### config.mk
export PLATFORM = sky130hd
export DESIGN_NAME = demux_capture_36_flat
export DESIGN_NICKNAME = d
export VERILOG_FILES = /design/src/rtl/demux_capture_36_pkg.sv /design/src/rtl/demux_capture_36_if.sv /design/src/rtl/demux_capture_ctrl.sv /design/src/rtl/demux_capture_36.sv /design/src/flat_wrapper.sv
export SDC_FILE = /design/constraint.sdc
export NUM_CORES = 1
export LEC_CHECK = 0
export CAP_MARGIN = 20
export CORE_MARGIN = 2
export CORE_UTILIZATION = 55
export DETAILED_ROUTE_END_ITERATION = 8
export PLACE_DENSITY = 0.79
export SYNTH_ARGS = -nofsm -noshare
export SYNTH_HDL_FRONTEND = slang
export SYNTH_HIERARCHICAL = 1
export SYNTH_SLANG_ARGS = --single-unit
### constraint.sdc
create_clock -name clk -period 2.8 [get_ports clk]
set_input_delay 0.56 -clock clk [delete_from_list [all_inputs] [get_ports clk]]
set_output_delay 0.56 -clock clk [all_outputs]
set_load 0.01 [all_outputs]
### src/rtl/demux_capture_36_pkg.sv
// Shared definitions for the demux capture block: FSM states, default sizes, parity polarity.
// Optional parity stage is enabled by defining DEMUX_CAPTURE_PARITY_EN.
package demux_capture_36_pkg;

    localparam int DEF_WIDTH = 36;
    localparam int DEF_SEL_W = 6;

    // 0 selects even parity: data bits plus parity bit must contain an even number of ones.
    localparam logic PARITY_POL = 1'b0;

    typedef enum logic [1:0] {
        ST_IDLE = 2'd0,
        ST_SCAN = 2'd1,
        ST_DONE = 2'd2
`ifdef DEMUX_CAPTURE_PARITY_EN
        , ST_PAR = 2'd3
`endif
    } state_t;

    function automatic logic parity_mismatch(input logic data_xor, input logic par_bit);
        return data_xor ^ par_bit ^ PARITY_POL;
    endfunction

endpackage

### src/rtl/demux_capture_36_if.sv
// Bus between the demux capture block and its user: frame request, serial sample stream,
// selector index and the captured frame with status.
interface demux_capture_36_if #(
    parameter int WIDTH = demux_capture_36_pkg::DEF_WIDTH,
    parameter int SEL_W = demux_capture_36_pkg::DEF_SEL_W
);
    logic             start;
    logic             sample_en;
    logic             serial_in;
    logic [SEL_W-1:0] sel;
    logic [WIDTH-1:0] data_out;
    logic             busy;
    logic             done;
    logic             parity_err;

    modport master (
        output start, sample_en, serial_in,
        input  sel, data_out, busy, done, parity_err
    );

    modport slave (
        input  start, sample_en, serial_in,
        output sel, data_out, busy, done, parity_err
    );
endinterface

### src/rtl/demux_capture_ctrl.sv
// Frame sequencer for the demux capture block: FSM and selector index counter.
// With DEMUX_CAPTURE_PARITY_EN defined, an extra PAR state takes one parity sample.
module demux_capture_ctrl
    import demux_capture_36_pkg::*;
#(
    parameter int WIDTH = DEF_WIDTH,
    parameter int SEL_W = DEF_SEL_W
) (
    input  logic             clk,
    input  logic             reset_n,
    input  logic             start,
    input  logic             sample_en,
`ifdef DEMUX_CAPTURE_PARITY_EN
    output logic             par_take,
`endif
    output logic             frame_start,
    output logic             capture,
    output logic             in_done,
    output logic [SEL_W-1:0] sel,
    output logic             busy,
    output logic             done
);

    localparam logic [SEL_W-1:0] LAST_SEL = SEL_W'(WIDTH - 1);

    state_t           state, state_nxt;
    logic [SEL_W-1:0] sel_q, sel_nxt;

    always_ff @(posedge clk or negedge reset_n) begin
        if (!reset_n) begin
            state <= ST_IDLE;
            sel_q <= '0;
        end else begin
            state <= state_nxt;
            sel_q <= sel_nxt;
        end
    end

    always_comb begin
        state_nxt   = state;
        sel_nxt     = sel_q;
        frame_start = 1'b0;
        capture     = 1'b0;
`ifdef DEMUX_CAPTURE_PARITY_EN
        par_take    = 1'b0;
`endif
        case (state)
            ST_IDLE: begin
                sel_nxt = '0;
                if (start) begin
                    frame_start = 1'b1;
                    state_nxt   = ST_SCAN;
                end
            end
            ST_SCAN: begin
                if (sample_en) begin
                    capture = 1'b1;
                    // The last index returns sel to 0 instead of wrapping past WIDTH-1.
                    if (sel_q == LAST_SEL) begin
                        sel_nxt = '0;
`ifdef DEMUX_CAPTURE_PARITY_EN
                        state_nxt = ST_PAR;
`else
                        state_nxt = ST_DONE;
`endif
                    end else begin
                        sel_nxt = sel_q + 1'b1;
                    end
                end
            end
`ifdef DEMUX_CAPTURE_PARITY_EN
            ST_PAR: begin
                sel_nxt = '0;
                if (sample_en) begin
                    par_take  = 1'b1;
                    state_nxt = ST_DONE;
                end
            end
`endif
            ST_DONE: begin
                sel_nxt   = '0;
                state_nxt = ST_IDLE;
            end
            default: begin
                sel_nxt   = '0;
                state_nxt = ST_IDLE;
            end
        endcase
    end

    // Status outputs decode the state register only, so no input reaches them combinationally.
    assign in_done = (state == ST_DONE);
    assign done    = in_done;
`ifdef DEMUX_CAPTURE_PARITY_EN
    assign busy    = (state == ST_SCAN) || (state == ST_PAR);
`else
    assign busy    = (state == ST_SCAN);
`endif
    assign sel     = sel_q;

endmodule

### src/rtl/demux_capture_36.sv
// Serial capture behind a 36:1 selector: walks sel, assembles the frame in a shadow register
// and publishes it on data_out at frame end. Optional parity check: DEMUX_CAPTURE_PARITY_EN.
module demux_capture_36
    import demux_capture_36_pkg::*;
#(
    parameter int WIDTH = DEF_WIDTH,
    parameter int SEL_W = DEF_SEL_W
) (
    input  logic               clk,
    input  logic               reset_n,
    demux_capture_36_if.slave  bus
);

    localparam logic [SEL_W-1:0] TOP_IDX = SEL_W'(WIDTH - 1);

    logic [WIDTH-1:0] shadow;
    logic [WIDTH-1:0] data_q;
    logic [SEL_W-1:0] sel;
    logic [SEL_W-1:0] wr_idx;
    logic             frame_start;
    logic             capture;
    logic             in_done;
    logic             busy;
    logic             done;
`ifdef DEMUX_CAPTURE_PARITY_EN
    logic             par_take;
    logic             par_bit;
    logic             perr_q;
`endif

    demux_capture_ctrl #(
        .WIDTH (WIDTH),
        .SEL_W (SEL_W)
    ) u_ctrl (
        .clk         (clk),
        .reset_n     (reset_n),
        .start       (bus.start),
        .sample_en   (bus.sample_en),
`ifdef DEMUX_CAPTURE_PARITY_EN
        .par_take    (par_take),
`endif
        .frame_start (frame_start),
        .capture     (capture),
        .in_done     (in_done),
        .sel         (sel),
        .busy        (busy),
        .done        (done)
    );

    // sel=0 lands in the MSB, so the first sampled bit ends up in data_out[WIDTH-1].
    assign wr_idx = TOP_IDX - sel;

    always_ff @(posedge clk or negedge reset_n) begin
        if (!reset_n) begin
            shadow <= '0;
        end else if (frame_start) begin
            shadow <= '0;
        end else if (capture) begin
            shadow[wr_idx] <= bus.serial_in;
        end
    end

    // data_out only moves in DONE, so a frame in progress never leaks out.
    always_ff @(posedge clk or negedge reset_n) begin
        if (!reset_n) begin
            data_q <= '0;
        end else if (in_done) begin
            data_q <= shadow;
        end
    end

`ifdef DEMUX_CAPTURE_PARITY_EN
    always_ff @(posedge clk or negedge reset_n) begin
        if (!reset_n) begin
            par_bit <= 1'b0;
            perr_q  <= 1'b0;
        end else begin
            if (frame_start) begin
                par_bit <= 1'b0;
            end else if (par_take) begin
                par_bit <= bus.serial_in;
            end
            if (in_done) begin
                perr_q <= parity_mismatch(^shadow, par_bit);
            end
        end
    end

    assign bus.parity_err = perr_q;
`else
    assign bus.parity_err = 1'b0;
`endif

    assign bus.sel      = sel;
    assign bus.data_out = data_q;
    assign bus.busy     = busy;
    assign bus.done     = done;

endmodule

### src/flat_wrapper.sv
// flat-port wrapper written by rule: the top's interface ports become plain ports
module demux_capture_36_flat import demux_capture_36_pkg::*;
#(
    parameter int WIDTH = DEF_WIDTH,
    parameter int SEL_W = DEF_SEL_W
)
  (clk, reset_n, bus_start, bus_sample_en, bus_serial_in, bus_sel, bus_data_out, bus_busy, bus_done, bus_parity_err);
  demux_capture_36_if #(.WIDTH(WIDTH), .SEL_W(SEL_W)) bus_i ();
  input  logic clk;
  input  logic reset_n;
  input wire logic [$bits(bus_i.start)-1:0] bus_start;
  input wire logic [$bits(bus_i.sample_en)-1:0] bus_sample_en;
  input wire logic [$bits(bus_i.serial_in)-1:0] bus_serial_in;
  output wire logic [$bits(bus_i.sel)-1:0] bus_sel;
  output wire logic [$bits(bus_i.data_out)-1:0] bus_data_out;
  output wire logic [$bits(bus_i.busy)-1:0] bus_busy;
  output wire logic [$bits(bus_i.done)-1:0] bus_done;
  output wire logic [$bits(bus_i.parity_err)-1:0] bus_parity_err;
  assign bus_i.start = bus_start;
  assign bus_i.sample_en = bus_sample_en;
  assign bus_i.serial_in = bus_serial_in;
  assign bus_sel = bus_i.sel;
  assign bus_data_out = bus_i.data_out;
  assign bus_busy = bus_i.busy;
  assign bus_done = bus_i.done;
  assign bus_parity_err = bus_i.parity_err;
  demux_capture_36 #(.WIDTH(WIDTH), .SEL_W(SEL_W)) u_core (.clk(clk), .reset_n(reset_n), .bus(bus_i));
endmodule
Yosys cells after proc, flatten, opt, wreduce, memory -nomap -nowiden
Index checks and enable logic that the tools add are counted.

word-level totals
  register bits = 80
  input bits = 5
  output and inout port bits = 45
  logic and storage cells = 34

cells by class
  add/subtract/negate cells = 2
  order comparisons = 2
  equality and inequality tests = 6
  mux-type cells = 16
  reduce and logical (&&, ||, !) cells = 4

operators with widths
  operator                                                                              count
  36-bit two-way mux                                                                    2
  36-bit bitwise mux                                                                    1
  6-bit two-way mux                                                                     3
  6-bit by 7-bit less-than comparator with 1-bit output (second input constant)         1
  6-bit by 1-bit adder with 6-bit output (second input constant)                        1
  1-bit demux with 6-bit select                                                         1
  6-bit equality test (second input constant)                                           1
  6-bit by 1-bit greater-or-equal comparator with 1-bit output (second input constant)  1
  2-bit two-way mux                                                                     3
  6-bit subtractor (first input constant)                                               1
  1-bit two-way mux                                                                     5
  2-bit != test (second input constant)                                                 2
  2-bit case mux with 2 select lines                                                    1
  3-bit AND reduction                                                                   1
  2-bit by 1-bit equality test with 1-bit output (second input constant)                1
  2-bit equality test (second input constant)                                           1
  2-bit logical NOT                                                                     1
  2-bit by 1-bit != test with 1-bit output (second input constant)                      1
  2-bit nonzero test                                                                    1
  1-bit logical AND                                                                     1

Longest topological paths before layout
  depth in word-level cells = 8
  depth in mapped cells = 8
  mapped depth without buffers = 6

By module
Netlist, hierarchy kept.

modules (own cells, without submodules)
  module              instances  cells each  area each (sq um)  seq. area each (sq um)
  demux_capture_36    1          321         3500.9             1801.7
  demux_capture_ctrl  1          41          424.2              200.2

Worst setup path before layout
Ideal clock, no wire load.

  path type = flip-flop to flip-flop
  start = register u_core.u_ctrl.sel_q[2], in the netlist u_core/u_ctrl/sel[2]
  end = register u_core.shadow[16]
  data arrival time = 2.225 ns
  required time = 2.720 ns
  setup slack = 0.495 ns
  stages on the path, launching flop included = 9
  period minus slack after synthesis = 2.305 ns
  path through = dfrtp_1 buf_2 inv_1 ha_1 clkbuf_1 nor2_2 nand2_1 o21ai_0 mux2i_1

between the ends
  word-level cells in the longest chain between the ends = 8
  elaborated cells between the ends (all ways) = 9
  those cells by class = add/sub (1); order compare (2); mux (5); reduce/logical (1)

RTL lines
  element                                                                                                                                                             line                      text
  from (decl)                                                                                                                                                         demux_capture_ctrl.sv:27  logic [SEL_W-1:0] sel_q, sel_nxt;
  from (signal assigned)                                                                                                                                              demux_capture_ctrl.sv:35  sel_q <= sel_nxt;
  6-bit subtractor (*)                                                                                                                                                demux_capture_36.sv:51    assign wr_idx = TOP_IDX - sel;
  6-bit by 7-bit less-than comparator with 1-bit output (implied by the code) / 6-bit by 1-bit greater-or-equal comparator with 1-bit output (equally long branches)  demux_capture_36.sv:59    shadow[wr_idx] <= bus.serial_in;
  1-bit logical AND (implied by the code)                                                                                                                             demux_capture_36.sv:59
  1-bit two-way mux (implied by the code)                                                                                                                             demux_capture_36.sv:59
  1-bit demux with 6-bit select (*)                                                                                                                                   -
  36-bit bitwise mux (*)                                                                                                                                              demux_capture_36.sv:59
  36-bit two-way mux (*)                                                                                                                                              demux_capture_36.sv:58    end else if (capture) begin
  36-bit two-way mux (*)                                                                                                                                              demux_capture_36.sv:56    end else if (frame_start) begin
  to (signal, indexed assignment)                                                                                                                                     demux_capture_36.sv:59
  to (decl)                                                                                                                                                           demux_capture_36.sv:16    logic [WIDTH-1:0] shadow;

Mark *: on every way between the ends. The rest lies on a longest branch, timed or not. The select of a mux whose other input is x is not followed.
A chain may end at the register's enable or synchronous reset.

Worst setup path after layout
  start = input bus_sample_en
  end = register u_core.shadow[27]

between the ends
  word-level cells in the longest chain between the ends = 3

RTL lines
  element                       line                      text
  from (decl)                   flat_wrapper.sv:12        input wire logic [$bits(bus_i.sample_en)-1:0] bus_sample_en;
  1-bit two-way mux             demux_capture_ctrl.sv:56  if (sample_en) begin
  1-bit two-way mux             demux_capture_ctrl.sv:47  case (state)
  named net u_core.capture      demux_capture_36.sv:21    logic capture;
  2-bit nonzero test (no line)  -

The timed path passes the listed nets, and every way through them passes these cells.

==> impl_metrics.ini <==
[sta]
tightest_slew_ns = 0.972
fmax_ghz = 0.444
skew_ns = 0.00859
hold_violations = 0
final_max_slew_viol_count = 0
rsz0062_at_grt = no
setup_violations = 0
slew-limit-headroom_pct = 35.2
min_period_ns = 2.25
setup-tns-final_ns = 0
finalCritPeriodShare_pct = 80.5

[yosys]
synth_top_area_share_pct = 51.0
syn_avg_cell_area_um2 = 10.8
synthMuxAreaShare_pct = 15.7
yosysSeqAreaShare_pct = 51.0
synth_cell_types = 42
synth_largest_area_cell = dfrtp_1
synth_edf_count = 0
synth_ff_type = dfrtp_1
yosys.area_share.simple_pct = 19.4
synth-xor-area-share_pct = 0.223
postSynthCellCount = 362
synth_compound_area_share_pct = 9.21
synth_nets = 369
synth_seq_cells = 80
synth_area_um2 = 3930
async_reset_ff_share_pct = 100
ys_top_cells_by_area = dfrtp_1 51%, mux2_2 10%, mux2i_1 5.4%
synth_fa_ha_area_share_pct = 0.638
synth_top_family_by_area = simple AND/OR/NAND/NOR gates
yosysWarningCount = 6

[power]
peakVddDrop_mv = 0.513
p_per_area_nw_per_um2 = 798
total_leakage_power_nw = 2.10

[setup_path]
rr_startpoint = u_core/u_ctrl/state[1]
rrSetupSlack_ns = 0.59
cp-start-kind = input pin
r2r_end = u_core/shadow[27]
crit_path_end_kind = flop
crit_start = bus_sample_en
cpPeakStageDelay_ns = 0.48
critPathArrivalTime_ns = 2.52
endpoint = u_core/shadow[27]
cp_top_family = buffers and inverters
cp_data_required_time_ns = 3.07
slowest_stage = clkdlybuf4s50_1
worstPathCellList = clkdlybuf4s50_1 > inv_1 > nor2_1 > buf_4 > nor4b_4 > nand2_1 > o21ai_1 > mux2i_1
crit_cells = 8
cp_max_fo = 10
r2r_cells = 7
path_buf_inv = 3
path_class = in2reg

[global_route]
overflow = 0
first_global_vias = 2843
grt_max_degree = 81
gr-usage-all-layers_pct = 22.4
grt_antenna_before_repair = 0
grt_pass1_wl_mm = 13.5

[placement]
placedCellCount = 490
hpwl_mm = 5.19
port_buffers = 48
gp_congestion = 0.948

[clock_network]
clkTransAtPathRegs_ns = 0.08
cts_num_sinks = 80
tritoncts = done
htree_levels = 3
postCtsResizedCells = 0
ctsHoldBuffers = 0
post-cts-setup-buffers = 0
clockRootBuffer = clkbuf_8
cts_inserted_buffers = 9
clk_latency_ns = 0.35
clock_path_buffers = 2

[run]
maxCapViolCount = 0

[routing]
vias = 2895
drc = 0
drtIter0Drc = 205
wl_per_cell_um = 15.8
drt-total-wl_mm = 7.99
final_antenna_net_count = 0
vias_per_cell = 5.72
dr.pass1.iters = 5

[die]
coreArea_um2 = 6830
die-area_um2 = 7830
start_util_pct = 57.5
rows = 30
chipHeight_um = 88.5
die_w_um = 88.5
io_pins = 50

[finish]
drive_gt1_share_pct = 19.3
nFillCells = 531
diodes = 0
syn2layout_area_growth_pct = 20.9
final_net_count = 412
fin_cells = 506

[worst_hold_path]
hold_class = in2async

[outcome]
status = completed
==> metrics by stage <==
stage                     total power [mW]  utilization (%)  setup WS, ns  area (um2)  hold WS (ns)
after floorplan                       2.34                -         0.495        3930         0.264
after detailed placement              2.74             65.8         0.250        4490         0.494
after global placement                2.71             65.8         0.357        4490         0.488
final                                 3.79             69.5         0.547        4750         0.352
after global routing                  4.01             69.5         0.318        4750         0.435
after CTS                             3.80             69.5         0.551        4750         0.398
==> state kept, by name (all words and copies together) (netlist names) <==
name                 flops
u_core/u_ctrl/state      2
u_core/u_ctrl/sel        6
u_core/bus.data_out     36
u_core/shadow           36
==> final cells by class <==
type / count / area, um2 / share of cell area (%)
clock buffer: 10 / 138 / 2.90
clock inverter: 6 / 115 / 2.42
inverter: 4 / 15.0 / 0.316
multi-input combinational: 250 / 1790 / 37.7
sequential: 80 / 2000 / 42.2
tap: 96 / 120 / 2.53
timing repair buffer: 60 / 568 / 12.0
==> cell usage after synthesis, drive strengths merged, types with 2 or more instances <==
cell type,n
dfrtp,80
mux2,36
o21ai,31
nand2b,26
nand3,25
mux2i,21
a21oi,20
nand2,19
buf,15
clkbuf,13
and3,9
nor2,9
a31oi,8
nand4,6
nor3,5
nor3b,5
inv,4
nor2b,4
and4b,3
nor4bb,3
a211o,2
ha,2
nand4b,2
nor4b,2
o21a,2
==> cells by family (layout without fill, tap and decap cells) <==
kind of cell / after synthesis / in the layout
AO/OA/AOI/OAI: 65 / 65
XOR/XNOR: 1 / 1
adder cells (fa/ha/maj): 2 / 2
buffers and inverters: 32 / 80
flip-flops: 80 / 80
multiplexers: 57 / 57
other: 1 / 1
AND/OR/NAND/NOR: 124 / 124
==> power breakdown <==
part	internal [mW]	switching (mW)	total [mW]
clock	0.621	0.419	1.04
sequential	1.33	0.169	1.50
combinational	0.442	0.808	1.25
total	2.39	1.40	3.79
==> metal layers <==
metal  track usage, %  vias to the layer above  routed length (um)
met5                0                        -                   0
met4             8.40                        0                 155
met3             6.81                       16                 382
met2             35.2                       90                3750
met1             29.6                     1405                3710
li1                 -                     1384                   -
==> layout by cell type (no fill, tap or decap), types with 6 or more instances in the layout <==
master	count
dfrtp_1	80
clkdlybuf4s50_1	47
mux2_2	36
nand2b_1	26
nand3_1	25
o21ai_0	21
mux2i_1	21
nand2_1	19
a21oi_1	19
buf_4	13
clkbuf_8	10
o21ai_1	9
and3_1	9
a31oi_1	8
nor2_1	7
nand4_1	6
==> worst reg2reg max path, cell delays in order, from the launching register on <==
cell and delay [ns]:
dfrtp_1 0.42, nand2b_1 0.27, nor2_1 0.25, buf_4 0.20
nor4b_4 0.40, nand2_1 0.13, o21ai_1 0.22, mux2i_1 0.24
==> worst min path at each step <==
stage | start | end | slack [ns] | cells after the start
floorplan | reset_n | u_core/bus.data_out[0] | 0.26 | 0
CTS | reset_n | u_core/bus.data_out[22] | 0.40 | 1
global placement | u_core/shadow[13] | u_core/bus.data_out[13] | 0.49 | 1
finish | reset_n | u_core/bus.data_out[30] | 0.35 | 1
detailed placement | u_core/shadow[26] | u_core/bus.data_out[26] | 0.49 | 1
global route | reset_n | u_core/bus.data_out[30] | 0.43 | 1
No activity file was read; power rests on OpenSTA's default activity.
